`src/rtl/imm_encoder_if.sv`:
```
// Request/response bundle for the immediate encoder: request fields in, encoded
// instruction plus statistics counters out.
interface imm_encoder_if #(
  parameter int unsigned CNT_W = 16,
  parameter int unsigned ERR_W = 8
);
  logic             in_valid;
  logic             in_ready;
  logic [1:0]       in_fmt;
  logic [63:0]      in_imm;
  logic [4:0]       in_rd;
  logic [4:0]       in_rs1;
  logic [4:0]       in_rs2;
  logic [2:0]       in_funct3;
  logic             out_valid;
  logic             out_ready;
  logic [31:0]      out_instr;
  logic             out_err;
  logic [CNT_W-1:0] enc_count;
  logic [ERR_W-1:0] err_count;

  modport master (
    output in_valid, in_fmt, in_imm, in_rd, in_rs1, in_rs2, in_funct3, out_ready,
    input  in_ready, out_valid, out_instr, out_err, enc_count, err_count
  );

  modport slave (
    input  in_valid, in_fmt, in_imm, in_rd, in_rs1, in_rs2, in_funct3, out_ready,
    output in_ready, out_valid, out_instr, out_err, enc_count, err_count
  );
endinterface

```
`src/rtl/imm_encoder.sv`:
```
// Packs LOAD/STORE/BRANCH/JAL fields into a 32-bit RV64 instruction word through a
// two-stage valid/ready pipeline, flagging out-of-range or misaligned immediates.
module imm_encoder #(
  parameter int unsigned CNT_W = 16,
  parameter int unsigned ERR_W = 8
) (
  input logic          clk,
  input logic          rst_n,
  imm_encoder_if.slave bus
);

  localparam logic [1:0] FMT_LOAD   = 2'd0;
  localparam logic [1:0] FMT_STORE  = 2'd1;
  localparam logic [1:0] FMT_BRANCH = 2'd2;
  localparam logic [1:0] FMT_JAL    = 2'd3;

  localparam logic [6:0] OP_LOAD   = 7'b0000011;
  localparam logic [6:0] OP_STORE  = 7'b0100011;
  localparam logic [6:0] OP_BRANCH = 7'b1100011;
  localparam logic [6:0] OP_JAL    = 7'b1101111;

  logic             r_s1_valid;
  logic [31:0]      r_s1_instr;
  logic             r_s1_err;
  logic             r_out_valid;
  logic [31:0]      r_out_instr;
  logic             r_out_err;
  logic [CNT_W-1:0] r_enc_count;
  logic [ERR_W-1:0] r_err_count;

  logic               w_adv1;
  logic               w_adv2;
  logic               w_accept;
  logic               w_deliver;
  logic [31:0]        w_instr;
  logic               w_err;
  logic signed [63:0] w_imm;

  assign w_imm     = $signed(bus.in_imm);
  assign w_adv2    = !r_out_valid || bus.out_ready;
  assign w_adv1    = !r_s1_valid || w_adv2;
  assign w_accept  = bus.in_valid && w_adv1;
  assign w_deliver = r_out_valid && bus.out_ready;

  // Field placement and range/alignment check; ignored inputs never reach w_instr.
  always_comb begin
    w_instr = '0;
    w_err   = 1'b0;
    case (bus.in_fmt)
      FMT_LOAD: begin
        w_instr = {bus.in_imm[11:0], bus.in_rs1, bus.in_funct3, bus.in_rd, OP_LOAD};
        w_err   = (w_imm < -64'sd2048) || (w_imm > 64'sd2047);
      end
      FMT_STORE: begin
        w_instr = {bus.in_imm[11:5], bus.in_rs2, bus.in_rs1, bus.in_funct3,
                   bus.in_imm[4:0], OP_STORE};
        w_err   = (w_imm < -64'sd2048) || (w_imm > 64'sd2047);
      end
      FMT_BRANCH: begin
        w_instr = {bus.in_imm[12], bus.in_imm[10:5], bus.in_rs2, bus.in_rs1,
                   bus.in_funct3, bus.in_imm[4:1], bus.in_imm[11], OP_BRANCH};
        w_err   = (w_imm < -64'sd4096) || (w_imm > 64'sd4094) || bus.in_imm[0];
      end
      FMT_JAL: begin
        w_instr = {bus.in_imm[20], bus.in_imm[10:1], bus.in_imm[11],
                   bus.in_imm[19:12], bus.in_rd, OP_JAL};
        w_err   = (w_imm < -64'sd1048576) || (w_imm > 64'sd1048574) || bus.in_imm[0];
      end
      default: begin
        w_instr = '0;
        w_err   = 1'b0;
      end
    endcase
  end

  // Stage 1: captured encoding and error flag.
  always_ff @(posedge clk or negedge rst_n) begin
    if (!rst_n) begin
      r_s1_valid <= 1'b0;
      r_s1_instr <= '0;
      r_s1_err   <= 1'b0;
    end else if (w_adv1) begin
      r_s1_valid <= bus.in_valid;
      if (w_accept) begin
        r_s1_instr <= w_instr;
        r_s1_err   <= w_err;
      end
    end
  end

  // Stage 2: output register, held while the consumer stalls.
  always_ff @(posedge clk or negedge rst_n) begin
    if (!rst_n) begin
      r_out_valid <= 1'b0;
      r_out_instr <= '0;
      r_out_err   <= 1'b0;
    end else if (w_adv2) begin
      r_out_valid <= r_s1_valid;
      if (r_s1_valid) begin
        r_out_instr <= r_s1_instr;
        r_out_err   <= r_s1_err;
      end
    end
  end

  // Delivery statistics: enc_count wraps, err_count saturates.
  always_ff @(posedge clk or negedge rst_n) begin
    if (!rst_n) begin
      r_enc_count <= '0;
      r_err_count <= '0;
    end else if (w_deliver) begin
      r_enc_count <= r_enc_count + CNT_W'(1);
      if (r_out_err && (r_err_count != {ERR_W{1'b1}})) begin
        r_err_count <= r_err_count + ERR_W'(1);
      end
    end
  end

  assign bus.in_ready  = w_adv1;
  assign bus.out_valid = r_out_valid;
  assign bus.out_instr = r_out_instr;
  assign bus.out_err   = r_out_err;
  assign bus.enc_count = r_enc_count;
  assign bus.err_count = r_err_count;

endmodule

```
`src/flat_wrapper.sv`:
```
// flat-port wrapper written by rule: the top's interface ports become plain ports
module imm_encoder_flat 
#(
  parameter int unsigned CNT_W = 16,
  parameter int unsigned ERR_W = 8
)
  (clk, rst_n, bus_in_valid, bus_in_fmt, bus_in_imm, bus_in_rd, bus_in_rs1, bus_in_rs2, bus_in_funct3, bus_out_ready, bus_in_ready, bus_out_valid, bus_out_instr, bus_out_err, bus_enc_count, bus_err_count);
  imm_encoder_if #(.CNT_W(CNT_W), .ERR_W(ERR_W)) bus_i ();
  input logic clk;
  input logic rst_n;
  input wire logic [$bits(bus_i.in_valid)-1:0] bus_in_valid;
  input wire logic [$bits(bus_i.in_fmt)-1:0] bus_in_fmt;
  input wire logic [$bits(bus_i.in_imm)-1:0] bus_in_imm;
  input wire logic [$bits(bus_i.in_rd)-1:0] bus_in_rd;
  input wire logic [$bits(bus_i.in_rs1)-1:0] bus_in_rs1;
  input wire logic [$bits(bus_i.in_rs2)-1:0] bus_in_rs2;
  input wire logic [$bits(bus_i.in_funct3)-1:0] bus_in_funct3;
  input wire logic [$bits(bus_i.out_ready)-1:0] bus_out_ready;
  output wire logic [$bits(bus_i.in_ready)-1:0] bus_in_ready;
  output wire logic [$bits(bus_i.out_valid)-1:0] bus_out_valid;
  output wire logic [$bits(bus_i.out_instr)-1:0] bus_out_instr;
  output wire logic [$bits(bus_i.out_err)-1:0] bus_out_err;
  output wire logic [$bits(bus_i.enc_count)-1:0] bus_enc_count;
  output wire logic [$bits(bus_i.err_count)-1:0] bus_err_count;
  assign bus_i.in_valid = bus_in_valid;
  assign bus_i.in_fmt = bus_in_fmt;
  assign bus_i.in_imm = bus_in_imm;
  assign bus_i.in_rd = bus_in_rd;
  assign bus_i.in_rs1 = bus_in_rs1;
  assign bus_i.in_rs2 = bus_in_rs2;
  assign bus_i.in_funct3 = bus_in_funct3;
  assign bus_i.out_ready = bus_out_ready;
  assign bus_in_ready = bus_i.in_ready;
  assign bus_out_valid = bus_i.out_valid;
  assign bus_out_instr = bus_i.out_instr;
  assign bus_out_err = bus_i.out_err;
  assign bus_enc_count = bus_i.enc_count;
  assign bus_err_count = bus_i.err_count;
  imm_encoder #(.CNT_W(CNT_W), .ERR_W(ERR_W)) u_core (.clk(clk), .rst_n(rst_n), .bus(bus_i));
endmodule
```
`config.mk`:
```
export PLATFORM = sky130hd
export DESIGN_NAME = imm_encoder_flat
export DESIGN_NICKNAME = d
export VERILOG_FILES = /design/src/rtl/imm_encoder_if.sv /design/src/rtl/imm_encoder.sv /design/src/flat_wrapper.sv
export SDC_FILE = /design/constraint.sdc
export NUM_CORES = 1
export LEC_CHECK = 0
export CAP_MARGIN = 30
export CORE_ASPECT_RATIO = 0.9
export CORE_MARGIN = 1
export CORE_UTILIZATION = 44
export DETAILED_ROUTE_END_ITERATION = 10
export PLACE_DENSITY_LB_ADDON = 0.2
export SYNTH_ARGS = -nofsm -noshare
export SYNTH_HDL_FRONTEND = slang
export SYNTH_SLANG_ARGS = --single-unit
export TNS_END_PERCENT = 1
```
`constraint.sdc`:
```
create_clock -name clk -period 2 [get_ports clk]
set_input_delay 0.2 -clock clk [delete_from_list [all_inputs] [get_ports clk]]
set_output_delay 0.2 -clock clk [all_outputs]
set_load 0.01 [all_outputs]
```
==> results of run 1 <==
## state kept, by name (all words and copies together) (netlist names)
signal                cells
u_core.bus.out_err        1
u_core.r_s1_err           1
u_core.bus.out_valid      1
u_core.bus.err_count      8
u_core.r_s1_instr        29
u_core.bus.out_instr     29
u_core.bus.enc_count     16
u_core.r_s1_valid         1
## layout make-up
cell class / instances / area, µm²
fill: 668 / 2760
sequential: 86 / 2150
multi-input combinational: 229 / 1650
timing repair buffer: 163 / 1610
clock buffer: 11 / 151
tap: 119 / 149
clock inverter: 3 / 43.8
inverter: 1 / 3.75
## cells by family (layout without fill, tap and decap cells)
family	Yosys count	count (layout)	share of synthesized area, %
flip-flops	86	86	55.7
AND/OR/NAND/NOR	116	116	15.9
AO/OA/AOI/OAI	29	29	4.18
XOR/XNOR	23	23	5.41
multiplexers	58	58	16.3
other	1	1	0.0970
buffers and inverters	15	178	1.81
adder cells (fa/ha/maj)	2	2	0.647
## path summary, 6_finish.rpt
kind                            cells after the start                  endpoint
min in group clk                                    1      u_core.r_s1_instr[1]
worst min-delay path                                2  u_core.bus.out_instr[22]
worst min register to register                      1      u_core.r_s1_instr[1]
worst max register to register                      5  u_core.bus.enc_count[13]
worst max-delay path                                7           u_core.r_s1_err
max in group asynchronous                           3     u_core.r_s1_instr[19]
## routing by layer
layer	vias up	wire (µm)
met2	104	4590
li1	1512	-
met4	0	90
met5	-	0
met3	6	535
met1	1499	3900
## worst max-delay path, stage by stage
cell and delay, ps:
sky130_fd_sc_hd__clkdlybuf4s50_1 450, sky130_fd_sc_hd__nor4_1 320, sky130_fd_sc_hd__nand4_1 140, sky130_fd_sc_hd__nor4_2 370
sky130_fd_sc_hd__nand2_1 90, sky130_fd_sc_hd__o311ai_0 360, sky130_fd_sc_hd__a21oi_1 120
## power by group
group          internal (µW)  switching, µW
registers               2100            279
logic                    919            598
clock network            635            579
total                   3650           1460
## stage by stage
| stage | cells | setup WS (ps) | TNS (ps) | utilization (%) |
|---|---|---|---|---|
| 4_1_cts | 612 | 81.0 | 0 | 67.5 |
| 3_3_place_gp | 597 | -240 | -240 | 65.1 |
| 5_1_grt | 612 | 19.1 | 0 | 67.6 |
| 6_report | 612 | 168 | 0 | 67.6 |
| 2_1_floorplan | 330 | 336 | 0 | - |
| 3_5_place_dp | 597 | -285 | -285 | 65.1 |
## synth_stat cells (all sizes together)
library cell  instances  area, µm²
a211oi                1       7.51
nand2b                4       25.0
dfrtp                86       2150
nor2                 10       37.5
nand2                43        161
or4                   3       22.5
nand4                23        144
mux2                 40        450
nand3                 9       45.0
nor4b                 1       15.0
o221ai                1       8.76
nand4b                1       8.76
conb                  1       3.75
ha                    2       25.0
o311ai                1       8.76
o21ai                23        115
clkbuf                9       33.8
nor3                  3       15.0
mux2i                18        180
a21oi                 2       10.0
xnor2                15        131
nand3b                1       7.51
xor2                  8       77.6
o2111a                1       11.3
buf                   5       32.5
nor4                 14        106
inv                   1       3.75
and3                  4       25.0
## what timing repair did
item,CTS,global route
hold endpoints to repair,37,0
hold buffers,1,0
resized for setup,0,1
setup endpoints to repair,0,1
==> impl_summary.md, run 1 <==
Global route
In this run the most used layer during global routing was met2. The total overflow left after global routing is 0. For met2 alone, demand over resource in global routing was 38.0%. For met1 alone, demand over resource in global routing was 25.5%. The via count of the first global-routing pass is 3235. Global routing consumed, on the met3 layer, 4.88% of the routing resources. The maximum number of pins on one net before global-route repair is 50. The wire length of the first global-routing pass is 15.2 mm.

The initial antenna violation count came to 0. The total track usage is 21.6%.

Placement
After detailed placement, the total cell area comes to 5550 µm². Buffers placed on the I/O ports in this run total 145. The detailed placement HPWL is 7.05 mm.

The routability congestion estimate from global placement is 0.808.

Timing
The total setup violations reported at the end of the flow is 0. Across the routed clock network, the largest skew measured is around 7.6 ps. At the pin with the least slew margin, the transition time is 506 ps. The final critical-path required period is roughly 1800 ps. The final max-slew violation count is 0. The final worst hold slack is 368 ps.

Setup repair after global routing left no endpoint under its margin. The number of failing hold endpoints at the final stage is 0. In this run the tightest slew margin relative to its limit is 66.2%. In the finished design, the share of the clock period the worst path needs comes to about nine tenths. Derived from the worst setup path, the maximum achievable clock frequency is 0.546 GHz.

Run status
The flow ran to the end, and the final reports show no timing, DRC or antenna violations.

Power and ir drop
The worst voltage drop across the vdd grid is 0.353 mV. The total power consumption of the routed design is 5110 µW. The analysis attributes to cell leakage a power of 0.00243 µW. For this design the ratio of total power to cell area is a little under 900 nW/µm².

Yosys
The number of storage elements in the synthesis netlist is 86. The number of cells produced by synthesis is 330. The portion of the post-synthesis area used by sequential elements is 55.7%. When the netlist entered floorplanning its net count stood at 420. The synthesized area per cell is 11.7 µm².

In this run the cell area of the synthesized design comes to 3860 µm². During synthesis, Yosys emitted a total of 0 warnings. Synthesis instantiated 32 different standard cells from the library.

CTS
The clock root buffer master is sky130_fd_sc_hd__clkbuf_8. In this run the deepest clock path goes through 2 buffers. For the worst-skew pair, the clock arrives at the later sink with an insertion delay of around 340 ps. Buffers inserted during clock tree synthesis total 9. The post-CTS clock slew at the launch and capture registers of the worst setup and hold paths is ~80 ps.

The H-tree depth is 3. The number of setup buffers added after CTS is 0. TritonCTS built the clock tree. CTS saw 86 sinks.

Floorplan
The number of placement rows is 32. The die boundary width is 101 µm. During I/O placement, the number of pins put on the boundary was 147. The die covers 9160 µm². From bottom edge to top edge, the die measures 90.9 µm. For this configuration, the core starts out at a cell density of between 40% and 50%.

After floorplanning, the core was sized to cover 8530 µm².

Layout
The area growth from synthesis to layout is 49.2%. The library cells used most frequently in the layout, excluding fill and tap cells, are 144 x sky130_fd_sc_hd__clkdlybuf4s50_1, 86 x sky130_fd_sc_hd__dfrtp_1, 42 x sky130_fd_sc_hd__nand2_1. In the final layout, the share of cells above drive strength 1 is 7.71%. With fillers left out, the area of the finished cells amounts to 5770 µm².

The number of antenna diodes is 0. The library cell used most frequently in the layout, excluding fill and tap cells, is sky130_fd_sc_hd__clkdlybuf4s50_1. The final layout net count is 580.

Route
Wires add up to 9.12 mm. The number of routed nets with antenna violations is 0. The via count normalized by instance count is 5.10. After the first detailed-routing iteration, the DRC count stood at 41. Before antenna repair, the detailed router went through 4 iterations. The number of vias after detailed routing is roughly 3100. The count of unresolved DRC violations after routing is 0. The average wire per standard cell is 14.9 µm.

Worst setup path
The kind of end point of the critical path is a flop. The startpoint-to-endpoint class of the critical path is in2reg. The source of the worst register-to-register timing path is u_core.bus.enc_count[2]. At the worst endpoint, the arrival time is 2040 ps.

The startpoint of the most critical setup path is bus_in_imm[20]. The data required time of the critical path is 2210 ps. The worst setup path is launched from a primary input.

The register-to-register path setup slack is between 300 and 400 ps. The top fanout value on the critical path is 3.

Run
The max capacitance violation total is 0.

Hold path
The worst hold path belongs to the class in2async.
Note: power is estimated with default switching activity, not from simulation.
==> run 2, diff against run 1 <==
CTS_CLUSTER_SIZE = 14   (was not set)
GPL_ROUTABILITY_DRIVEN = 0   (was not set)
==> results of run 2 <==
Same layout as run 1: the final DEF is identical, and so are final timing and power.
==> run 3, diff against run 2 <==
CAP_MARGIN = 5   (was 30)
==> results of run 3 <==
Same layout as run 1: the final DEF is identical, and so are final timing and power.
==> patch (flow settings as in run 1) <==
`CNT_W` is set to 16 in 3 places; all go to 20.
--- a/src/rtl/imm_encoder_if.sv
+++ b/src/rtl/imm_encoder_if.sv
@@ -3,3 +3,3 @@
 interface imm_encoder_if #(
-  parameter int unsigned CNT_W = 16,
+  parameter int unsigned CNT_W = 20,
   parameter int unsigned ERR_W = 8
--- a/src/rtl/imm_encoder.sv
+++ b/src/rtl/imm_encoder.sv
@@ -3,3 +3,3 @@
 module imm_encoder #(
-  parameter int unsigned CNT_W = 16,
+  parameter int unsigned CNT_W = 20,
   parameter int unsigned ERR_W = 8
--- a/src/flat_wrapper.sv
+++ b/src/flat_wrapper.sv
@@ -3,3 +3,3 @@
 #(
-  parameter int unsigned CNT_W = 16,
+  parameter int unsigned CNT_W = 20,
   parameter int unsigned ERR_W = 8
Ports: changed (resized bus_enc_count); port bits go from 147 to 151. The function was not compared with the original's and may differ.
==> patch against run 1 <==
Power increased by 0.80%; sequential power is 4% higher; hold slack got worse by 0.036 ns; worst setup slack improved by 0.13 ns; area after synthesis grew 5.1%; register-to-register slack improved by 0.02 ns; non-clock buffer count is 5 higher; sequential cell count increased by 4; cell count grew 4.2%; routed wire length fell by 3.5%; maximum frequency rose by 7.5%; final area up 4.0%; critical path type is now flop to output port; critical endpoint is now bus_in_ready; largest power group unchanged.
==> patch: results (changes against run 1) <==
wl_um: 8800  # -3.5%
io_buffers: 149  # +2.8%
met1_length_um: 3834  # -1.7%
wl_met3_um: 446  # -17%
switching_share_pct: 29.72  # +1.2 points
reg2reg_from: "u_core.bus.enc_count[4]$_DFFE_PN0P_"
grtUsageMet3_pct: 4.335  # -0.54 points
synth_cell_types: 39  # +22%
dpl.hpwl_um: 6737  # -4.4%
cp_max_fo: 5  # +2
crit_family: "buffers and inverters"
grt_pass1_vias: 3237  # +0.062%
status: "complete, no violations"
synth-compound-area-share_pct: 4.127  # -0.049 points
r2r_slack_ns: 0.38  # +0.02 ns
seq_power_mw: 2.47  # +4%
routabilityCongestion: 0.7674  # -5.0%
cp-endpoint: "bus_in_ready"
worstSkewPairLatency_ns: 0.36  # +0.02 ns
synth_top_cells_by_count: "dfrtp_1 (90), nand2_1 (42), mux2_2 (36)"
crit_path_max_incr_delay_ns: 0.56  # +0.11 ns
drive_above_1_share_pct: 14.84  # +7.1 points
irDropWorstVdd_v: 0.0004875  # +38%
seq_area_frac_synth_pct: 55.44  # -0.25 points
nets: 604  # +4.1%
clockPowerShare_pct: 21.9  # -1.9 points
routed_via_density: 5.058  # -0.82%
synthXorXnorAreaFrac_pct: 6.006  # +0.60 points
r2r-end: "u_core.bus.enc_count[19]$_DFFE_PN0P_"
patch: cell types whose count changed after synthesis, moves of 4 or more:
| cell | before | now |
|---|---|---|
| mux2_2 | 0 | 36 |
| xor2_1 | 7 | 12 |
| o21ai_0 | 2 | 13 |
| dfrtp_1 | 86 | 90 |
| o21ai_1 | 21 | 10 |
| mux2_1 | 40 | 5 |
patch: worst reg2reg max path, cell delays in order (launching register included):
cell and delay (ns):
dfrtp_1 0.45, nand3_1 0.10, or4_4 0.57, nor3_4 0.16
nand3_1 0.11, xnor2_1 0.13
patch: how the worst min path moves through the flow:
stage / startpoint / end / depth (start not counted)
2_1_floorplan: rst_n / u_core.bus.enc_count[0]$_DFFE_PN0P_ / 0
3_3_place_gp: rst_n / u_core.bus.err_count[2]$_DFFE_PN0P_ / 1
3_5_place_dp: rst_n / u_core.bus.err_count[4]$_DFFE_PN0P_ / 1
4_1_cts: rst_n / u_core.bus.err_count[4]$_DFFE_PN0P_ / 2
5_1_grt: rst_n / u_core.bus.err_count[4]$_DFFE_PN0P_ / 2
6_report: rst_n / u_core.bus.err_count[2]$_DFFE_PN0P_ / 2
patch: cell type report:
type	count	area (µm²)
fill	676	2773
multi-input combinational	240	1727
clock inverter	6	50.05
clock buffer	10	127.6
inverter	5	18.77
timing repair buffer	168	1672
tap	119	148.9
sequential	90	2252
patch: stage by stage:
step	setup WS (ns)	hold WS [ns]	instance area (µm²)	total power, mW
floorplan	0.3931	-0.09559	4063	3.094
global placement	0.07583	0.1959	5808	4.018
detailed placement	0.01739	0.1974	5808	4.077
CTS	0.2691	0.3384	5996	5.214
global route	0.1988	0.3798	5996	5.457
finish	0.2965	0.3323	5996	5.147
patch: timing repair:
action | in CTS | in global routing
endpoints found under the hold margin | 36 | 0
setup endpoints to repair | 0 | 0
hold buffers | 1 | 0
